[config.mk]
export PLATFORM = sky130hd
export DESIGN_NAME = aes_comm_ctrl
export DESIGN_NICKNAME = d
export VERILOG_FILES = /design/src/rtl/aes_comm_ctrl.sv
export SDC_FILE = /design/constraint.sdc
export NUM_CORES = 1
export LEC_CHECK = 0
export BUFFER_PORTS_ARGS = -buffer_cell sky130_fd_sc_hd__buf_2
export CORE_AREA = 3 3 207 209
export CTS_CLUSTER_DIAMETER = 50
export DETAILED_ROUTE_END_ITERATION = 10
export DIE_AREA = 0 0 210 212
export SLEW_MARGIN = 20
export SYNTH_ARGS = -nofsm -noshare
export SYNTH_HDL_FRONTEND = slang
export SYNTH_SLANG_ARGS = --single-unit
[constraint.sdc]
create_clock -name clk -period 2.15 [get_ports clk]
set_clock_uncertainty 0.15 [all_clocks]
set_input_delay 0.1075 -clock clk [delete_from_list [all_inputs] [get_ports clk]]
set_output_delay 0.1075 -clock clk [all_outputs]
set_load 0.005 [all_outputs]
[src/rtl/aes_comm_ctrl.sv]
// Sequences UART key/plaintext blocks into an AES core and streams ciphertext bytes back out.
// aes_start fires 2 cycles after the plaintext strobe; blocks arriving while busy are dropped and flagged.
module aes_comm_ctrl #(
   parameter int AES_TIMEOUT = 1024,
   parameter int TX_GAP      = 0
) (
   input  logic         clk,
   input  logic         reset,
   input  logic [127:0] blk_in,
   input  logic         blk_valid,
   input  logic         rekey,
   output logic [127:0] aes_key,
   output logic [127:0] aes_pt,
   output logic         aes_start,
   input  logic         aes_done,
   input  logic [127:0] aes_ct,
   output logic [7:0]   tx_data,
   output logic         tx_start,
   input  logic         tx_done,
   output logic         trig,
   output logic         busy,
   output logic         overrun,
   output logic         timeout_err
);
   localparam int TW = (AES_TIMEOUT > 1) ? $clog2(AES_TIMEOUT) : 1;
   localparam int GW = (TX_GAP > 0) ? $clog2(TX_GAP + 1) : 1;
   localparam logic [TW-1:0] TMO_LAST = TW'(AES_TIMEOUT - 1);
   localparam logic [GW-1:0] GAP_LAST = GW'(TX_GAP);

   typedef enum logic [2:0] {WAIT_KEY, WAIT_PT, START, RUN, SEND, GAP} state_t;

   state_t          state_q, state_d;
   logic [127:0]    key_q, key_d, pt_q, pt_d, shift_q, shift_d;
   logic [3:0]      byte_cnt_q, byte_cnt_d;
   logic [TW-1:0]   tmo_q, tmo_d;
   logic [GW-1:0]   gap_q, gap_d;
   logic            sent_q, sent_d;
   logic            rekey_pend_q, rekey_pend_d;
   logic            overrun_q, overrun_d;
   logic            tmo_err_q, tmo_err_d;
   logic            aes_start_q, aes_start_d;

   always_ff @(posedge clk) begin
      if (reset) begin
         state_q      <= WAIT_KEY;
         key_q        <= '0;
         pt_q         <= '0;
         shift_q      <= '0;
         byte_cnt_q   <= '0;
         tmo_q        <= '0;
         gap_q        <= '0;
         sent_q       <= 1'b0;
         rekey_pend_q <= 1'b0;
         overrun_q    <= 1'b0;
         tmo_err_q    <= 1'b0;
         aes_start_q  <= 1'b0;
      end else begin
         state_q      <= state_d;
         key_q        <= key_d;
         pt_q         <= pt_d;
         shift_q      <= shift_d;
         byte_cnt_q   <= byte_cnt_d;
         tmo_q        <= tmo_d;
         gap_q        <= gap_d;
         sent_q       <= sent_d;
         rekey_pend_q <= rekey_pend_d;
         overrun_q    <= overrun_d;
         tmo_err_q    <= tmo_err_d;
         aes_start_q  <= aes_start_d;
      end
   end

   always_comb begin
      state_d      = state_q;
      key_d        = key_q;
      pt_d         = pt_q;
      shift_d      = shift_q;
      byte_cnt_d   = byte_cnt_q;
      tmo_d        = tmo_q;
      gap_d        = gap_q;
      sent_d       = sent_q;
      tmo_err_d    = tmo_err_q;
      aes_start_d  = 1'b0;
      rekey_pend_d = rekey_pend_q | (rekey & busy);
      overrun_d    = overrun_q | (blk_valid & busy);
      case (state_q)
         WAIT_KEY: if (blk_valid) begin
            key_d   = blk_in;
            state_d = WAIT_PT;
         end
         WAIT_PT: if (rekey) begin
            state_d = WAIT_KEY;
         end else if (blk_valid) begin
            pt_d    = blk_in;
            state_d = START;
         end
         START: begin
            aes_start_d = 1'b1;
            tmo_d       = '0;
            state_d     = RUN;
         end
         RUN: if (aes_done) begin
            shift_d    = aes_ct;
            byte_cnt_d = '0;
            sent_d     = 1'b0;
            state_d    = SEND;
         end else if (tmo_q == TMO_LAST) begin
            tmo_err_d = 1'b1;
            state_d   = WAIT_PT;
         end else begin
            tmo_d = tmo_q + TW'(1);
         end
         SEND: if (!sent_q) begin
            sent_d = 1'b1;
         end else if (tx_done) begin
            shift_d    = {shift_q[119:0], 8'h00};
            byte_cnt_d = byte_cnt_q + 4'd1;
            sent_d     = 1'b0;
            gap_d      = '0;
            state_d    = (byte_cnt_q == 4'hF) ? WAIT_PT : GAP;
         end
         GAP: if (gap_q == GAP_LAST) state_d = SEND;
              else gap_d = gap_q + GW'(1);
         default: state_d = WAIT_KEY;
      endcase
      // A rekey held during a busy phase redirects the return to idle into key loading.
      if (state_d == WAIT_PT && rekey_pend_d) begin
         state_d      = WAIT_KEY;
         rekey_pend_d = 1'b0;
      end
   end

   always_comb begin
      busy     = !(state_q == WAIT_KEY || state_q == WAIT_PT);
      trig     = (state_q == RUN);
      tx_start = (state_q == SEND) && !sent_q;
   end

   assign aes_key     = key_q;
   assign aes_pt      = pt_q;
   assign aes_start   = aes_start_q;
   assign tx_data     = shift_q[127:120];
   assign overrun     = overrun_q;
   assign timeout_err = tmo_err_q;
endmodule

# [Word level (Yosys, flattened, before mapping)]
# Index checks and enable logic that the tools add are counted.
[classes] addsub=3 n_eq_ne=13 mux=30 bitwise=6 n_reduce_logical=17
[ops] cell="128-bit 2-to-1 mux" n=3
[ops] cell="128-bit one-hot mux with 2 select lines" n=1
[ops] cell="3-bit 2-to-1 mux" n=9
[ops] cell="10-bit 2-to-1 mux" n=2
[ops] cell="10-bit one-hot mux with 2 select lines" n=1
[ops] cell="3-bit one-hot mux with 6 select lines" n=1
[ops] cell="4-bit 2-to-1 mux" n=3
[ops] cell="3-bit AND reduction" n=4
[ops] cell="10-bit by 1-bit adder with 10-bit output, second input constant" n=1
[ops] cell="10-bit equality test, second input constant" n=1
[ops] cell="2-bit != test, second input constant" n=5
[ops] cell="4-bit one-hot mux with 2 select lines" n=1
[ops] cell="1-bit 2-to-1 mux" n=7
[ops] cell="3-bit by 1-bit equality test with 1-bit output, second input constant" n=2
[ops] cell="3-bit by 2-bit equality test with 1-bit output, second input constant" n=2
[ops] cell="3-bit equality test, second input constant" n=2
[ops] cell="2-bit nonzero test" n=3
[ops] cell="4-bit by 1-bit adder with 4-bit output, second input constant" n=1
[ops] cell="4-bit equality test, second input constant" n=1
[ops] cell="1-bit one-hot mux with 2 select lines" n=2
[ops] cell="2-bit AND reduction" n=2
[ops] cell="4-bit AND reduction" n=1
[ops] cell="3-bit zero test" n=1
[ops] cell="1-bit bitwise AND" n=2
[ops] cell="7 further kinds" n=11
[word_totals] regBits=407 inputBits=262 output_inout_bits=270 word_cells=81

# [Depth between registers and ports, before layout]
[logic_depth] word_depth=8 depth_mapped=9 ltp_nobuf=5

# [Worst setup path before layout]
# No wires, ideal clock.
[synth_timing] path_kind="register -> register" from="register state_q[2]" to="register shift_q[118]" setup_time_ns=0.088 arrival_time_ns=1.541 required_time_ns=1.912 setup_slack_ns=0.371 stages_incl_launch_ff=9 n_path_buf=5 synth_period_minus_slack_ns=1.779 cell_sequence="dfxtp_1 > buf_6 > nor3b_2 > buf_6 > a31o_2 > buf_6 > buf_6 > buf_4 > a311oi_2"
[synth_between] elab_chain_cells=3 word_cells_on_any_way=8 cone_classes="5 x eq/ne; 1 x mux; 2 x reduce/logical"
[synth_rtl] item="start, declared" line_no="32" text="state_t state_q, state_d;"
[synth_rtl] item="start signal, assigned" line_no="58" text="state_q <= state_d;"
[synth_rtl] item="3-bit equality test or 3-bit by 2-bit equality test with 1-bit output (tied branches)" line_no="86" text="case (state_q)"
[synth_rtl] item="2-bit != test (no line) or 2-bit nonzero test (tied branches)"
[synth_rtl] item="4-bit AND reduction (no line)"
[synth_rtl] item="end signal, assigned" line_no="61" text="shift_q <= shift_d;"
[synth_rtl] item="end, declared" line_no="33" text="logic [127:0] key_q, key_d, pt_q, pt_d, shift_q, shift_d;"
# Several ways; a longest one is shown, not always the timed one.
# A chain may end at the register's enable or synchronous reset.

# [Worst setup path after layout]
[layout_timing] from="register state_q[0]" to="register pt_q[91] (netlist: aes_pt[91])"
[layout_between] elab_chain_cells=2
[layout_rtl] item="3-bit by 1-bit equality test with 1-bit output" line_no="86"
[layout_rtl] item="3-bit AND reduction (no line)"
[layout_rtl] item="end signal, assigned" line_no="60" text="pt_q <= pt_d;"
[layout_rtl] item="end, declared" line_no="33"
# No other way between the ends.

==> implementation parameters <==
Parameter                              Value

Outcome
  Result of the run    complete, no violations

Layout
  Net total in the final layout    2944
  Share of final-layout standard cells stronger than drive strength 1    0.254
  Synthesis-to-finish area growth    48.7%

Setup path
  Top fanout value on the critical path    34
  Kind of cell adding the most delay to the critical path    simple AND/OR/NAND/NOR gates
  WS Path Type    reg -> reg
  Count of buffering cells on the critical path with inverters included    2
  CP Launch Type    flop
  Cell-by-cell trace of the critical path    nor2b_2 -> and3_4 -> buf_12 -> buf_12 -> nand2_1 -> a21oi_1
  Element type at the critical path end    flop
  Library cell appearing most often on the critical path    sky130_fd_sc_hd__buf_12
  Max incr delay on CP    530 ps
  Arrival time of data at the critical path endpoint    2350 ps
  Data required, critical path    2480 ps
  Critical path's slowest cell    sky130_fd_sc_hd__dfxtp_1

Synth
  Share of flip-flops with an asynchronous set or reset    0
  Summed instance area of the synthesized netlist    0.0154 sq mm
  Gate count of the mapped netlist    1950
  YS warnings    0
  Post-synthesis cell type count    44
  Synthesized-area fraction occupied by adder cells    0.00162
  Mapped Nets    2214
  Most area-consuming cells after synthesis    sky130_fd_sc_hd__dfxtp_1, sky130_fd_sc_hd__nand2_1, sky130_fd_sc_hd__a21oi_1
  Number of enable-type register cells in the synthesized netlist    0
  Sequential share of the synthesized area    0.526
  Primary FF master, synth    sky130_fd_sc_hd__dfxtp_1
  Post-synthesis mux area share    0.00332
  Syn avg cell area    7.92 sq um
  Share of the synthesized netlist area taken by xor and xnor gates    0.000567
  Area fraction in compound gates after synthesis    0.176
  Simple-gate share of the synthesized area    0.237
  Dominant combinational cell family by area after synthesis    simple AND/OR/NAND/NOR gates
  Share of the synthesized area in the top cell type    0.526
  Synth area leader    sky130_fd_sc_hd__dfxtp_1
  Post-synthesis sequential element count    406

Clock network
  Insertion delay to the later sink of the worst-skew pair    570 ps
  Buffer type at the clock tree root    sky130_fd_sc_hd__clkbuf_16
  Worst-path clk slew    60 ps
  Cts bufs inserted    47
  Bufs on Longest Clock Path    3
  Num Clock Sinks    406
  Total number of H-tree levels    2
  TritonCTS clock tree    yes

Detailed routing
  Router iterations before antenna repair    5
  Routed Wire Length    58400 microns
  Residual antenna-violating net count after detailed routing    0
  DRC marker count from the first detailed-route iteration    1479
  Number of remaining DRC errors    0
  Wire length per cell    17.9 microns
  Detailed-route via count    16672
  Via-to-Cell Ratio    5.10

Global routing
  Remaining global-route overflow    0
  Antenna violations before repair    16
  First-pass GRT wire length    88200 microns
  Overall global routing resource usage    0.247
  Pin count of the biggest net entering global routing    102
  Via count of the first global-routing pass    16112

Floorplanning
  Effective utilization at floorplan    0.377
  Area of the core    0.0410 sq mm
  Die H    212 microns
  Die outline width    210 microns
  Die Footprint    0.0445 sq mm
  Boundary Pins    532
  # rows    74

STA
  Smallest setup slack after layout    127 ps
  Transition time at the pin with the least slew margin    653 ps
  Final-report setup violation count    0
  Max Fclk    0.494 GHz
  Time the worst path needs with I/O delays and setup    2020 ps
  TNS Setup    0 ps
  Relative slew slack    0.565
  Unrepaired setup endpoints after global routing    no
  Final slew viol count    0
  Final hold violations    0
  Crit share post-route    0.941

Run
  Max Cap Viol    0

Placed design
  Final RePlAce weighted congestion    0.876
  Worst setup slack before clock tree synthesis    83.6 ps
  PortBufs    531
  Final HPWL from detailed placement    39900 microns

Pwr
  Power per cell area    789 mW/mm^2
  Cell leakage power    9.68 nW
  Max IR drop VDD    0.000512 V

Worst hold path
  Type of the tightest min-delay check    in -> reg
==> through the flow <==
stage          utilization  hold slack (ps)  instances  power (mW)  area [sq um]
6_report             0.560              182       3268        18.1         23000
5_1_grt              0.560              173       3266        18.7         23000
4_1_cts              0.558              143       3249        18.2         22900
3_5_place_dp         0.456              215       2900        9.73         18700
3_3_place_gp         0.456              208       2900        9.70         18700
2_1_floorplan            -             93.5       1950        8.81         15400
==> cell type report <==
type / count / area, sq um
diodes: 18 / 45.0
clock buffers: 70 / 1390
clock inverters: 17 / 196
fillers: 3758 / 18000
inverters: 6 / 22.5
multi-input cells: 1371 / 6520
flip-flops and latches: 406 / 8130
well taps: 532 / 666
repair buffers: 848 / 6000
==> final timing paths <==
kind               startpoint          end  slack [ps]  cells past startpoint
hold reg to reg   aes_pt[120]  aes_pt[120]         300                      2
hold / removal     blk_in[15]  aes_key[15]         180                      4
setup reg to reg   state_q[0]   aes_pt[91]         130                      6
setup / recovery   state_q[0]   aes_pt[91]         130                      6
==> layer usage <==
layer / track usage / vias up / routed length [microns]
met2: 0.427 / 709 / 28800
met3: 0.0543 / 153 / 4170
li1: - / 7988 / -
met4: 0.119 / 0 / 2380
met5: 0 / - / 0
met1: 0.293 / 7822 / 23100
==> cell families (layout without fill, tap and decap cells) <==
group,after synthesis,count (layout)
compound gates,420,420
xor+xnor,1,1
fa+ha+maj,2,2
buf+inv,173,941
flops,406,406
mux,5,5
other cells,0,18
simple gates,943,943
==> report_power, final <==
group / internal (mW) / leakage [nW] / switching (mW) / total (mW)
combinational: 0.967 / 5.61 / 1.09 / 2.05
sequential: 7.79 / 3.30 / 0.148 / 7.94
clock: 4.87 / 0.776 / 3.26 / 8.13
==> layout by cell type, fill, tap and decap left out, drive strengths merged, types with 4 or more instances in the layout <==
cell / synthesis / final
nand2: 762 / 762
a211oi: 5 / 5
clkinv: 0 / 8
o21ai: 7 / 7
a21oi: 267 / 267
nand3: 8 / 8
dlygate4sd3: 0 / 261
a22oi: 8 / 8
mux2i: 4 / 4
diode: 0 / 18
clkbuf: 95 / 70
or3: 6 / 6
nor2: 140 / 140
dfxtp: 406 / 406
and3: 5 / 5
buf: 72 / 587
a311oi: 122 / 122
inv: 6 / 9
==> timing repair <==
action | in CTS | in global routing
buffers inserted | 1 | 1
hold buffers | 261 | 0
resized for setup | 0 | 3
endpoints found under the hold margin | 399 | 0
endpoints found under the setup margin | 1 | 32
==> Yosys cell counts, drive strengths merged, types with 2 or more instances <==
cell	number
or3	6
nor3	3
a31oi	3
a21oi	267
nor4	3
nand3	8
ha	2
a21o	2
a311oi	122
and3	5
nand2b	3
clkbuf	95
a22oi	8
a211oi	5
o31ai	2
buf	72
mux2i	4
nand4	3
nand2	762
nor3b	2
inv	6
o21ai	7
dfxtp	406
nor2	140
==> worst reg2reg max path: stages (launching register included) <==
cell                      delay [ps]
sky130_fd_sc_hd__dfxtp_1         530
sky130_fd_sc_hd__nor2b_2         300
sky130_fd_sc_hd__and3_4          260
sky130_fd_sc_hd__buf_12          210
sky130_fd_sc_hd__buf_12          240
sky130_fd_sc_hd__nand2_1          80
sky130_fd_sc_hd__a21oi_1         170
==> state kept, by name (all words and copies together), names as in the netlist, 3 cells and up <==
signal      cells
aes_key       128
aes_pt        128
byte_cnt_q      4
shift_q       128
state_q         3
tmo_q          10
No activity file was read; power rests on OpenSTA's default activity.
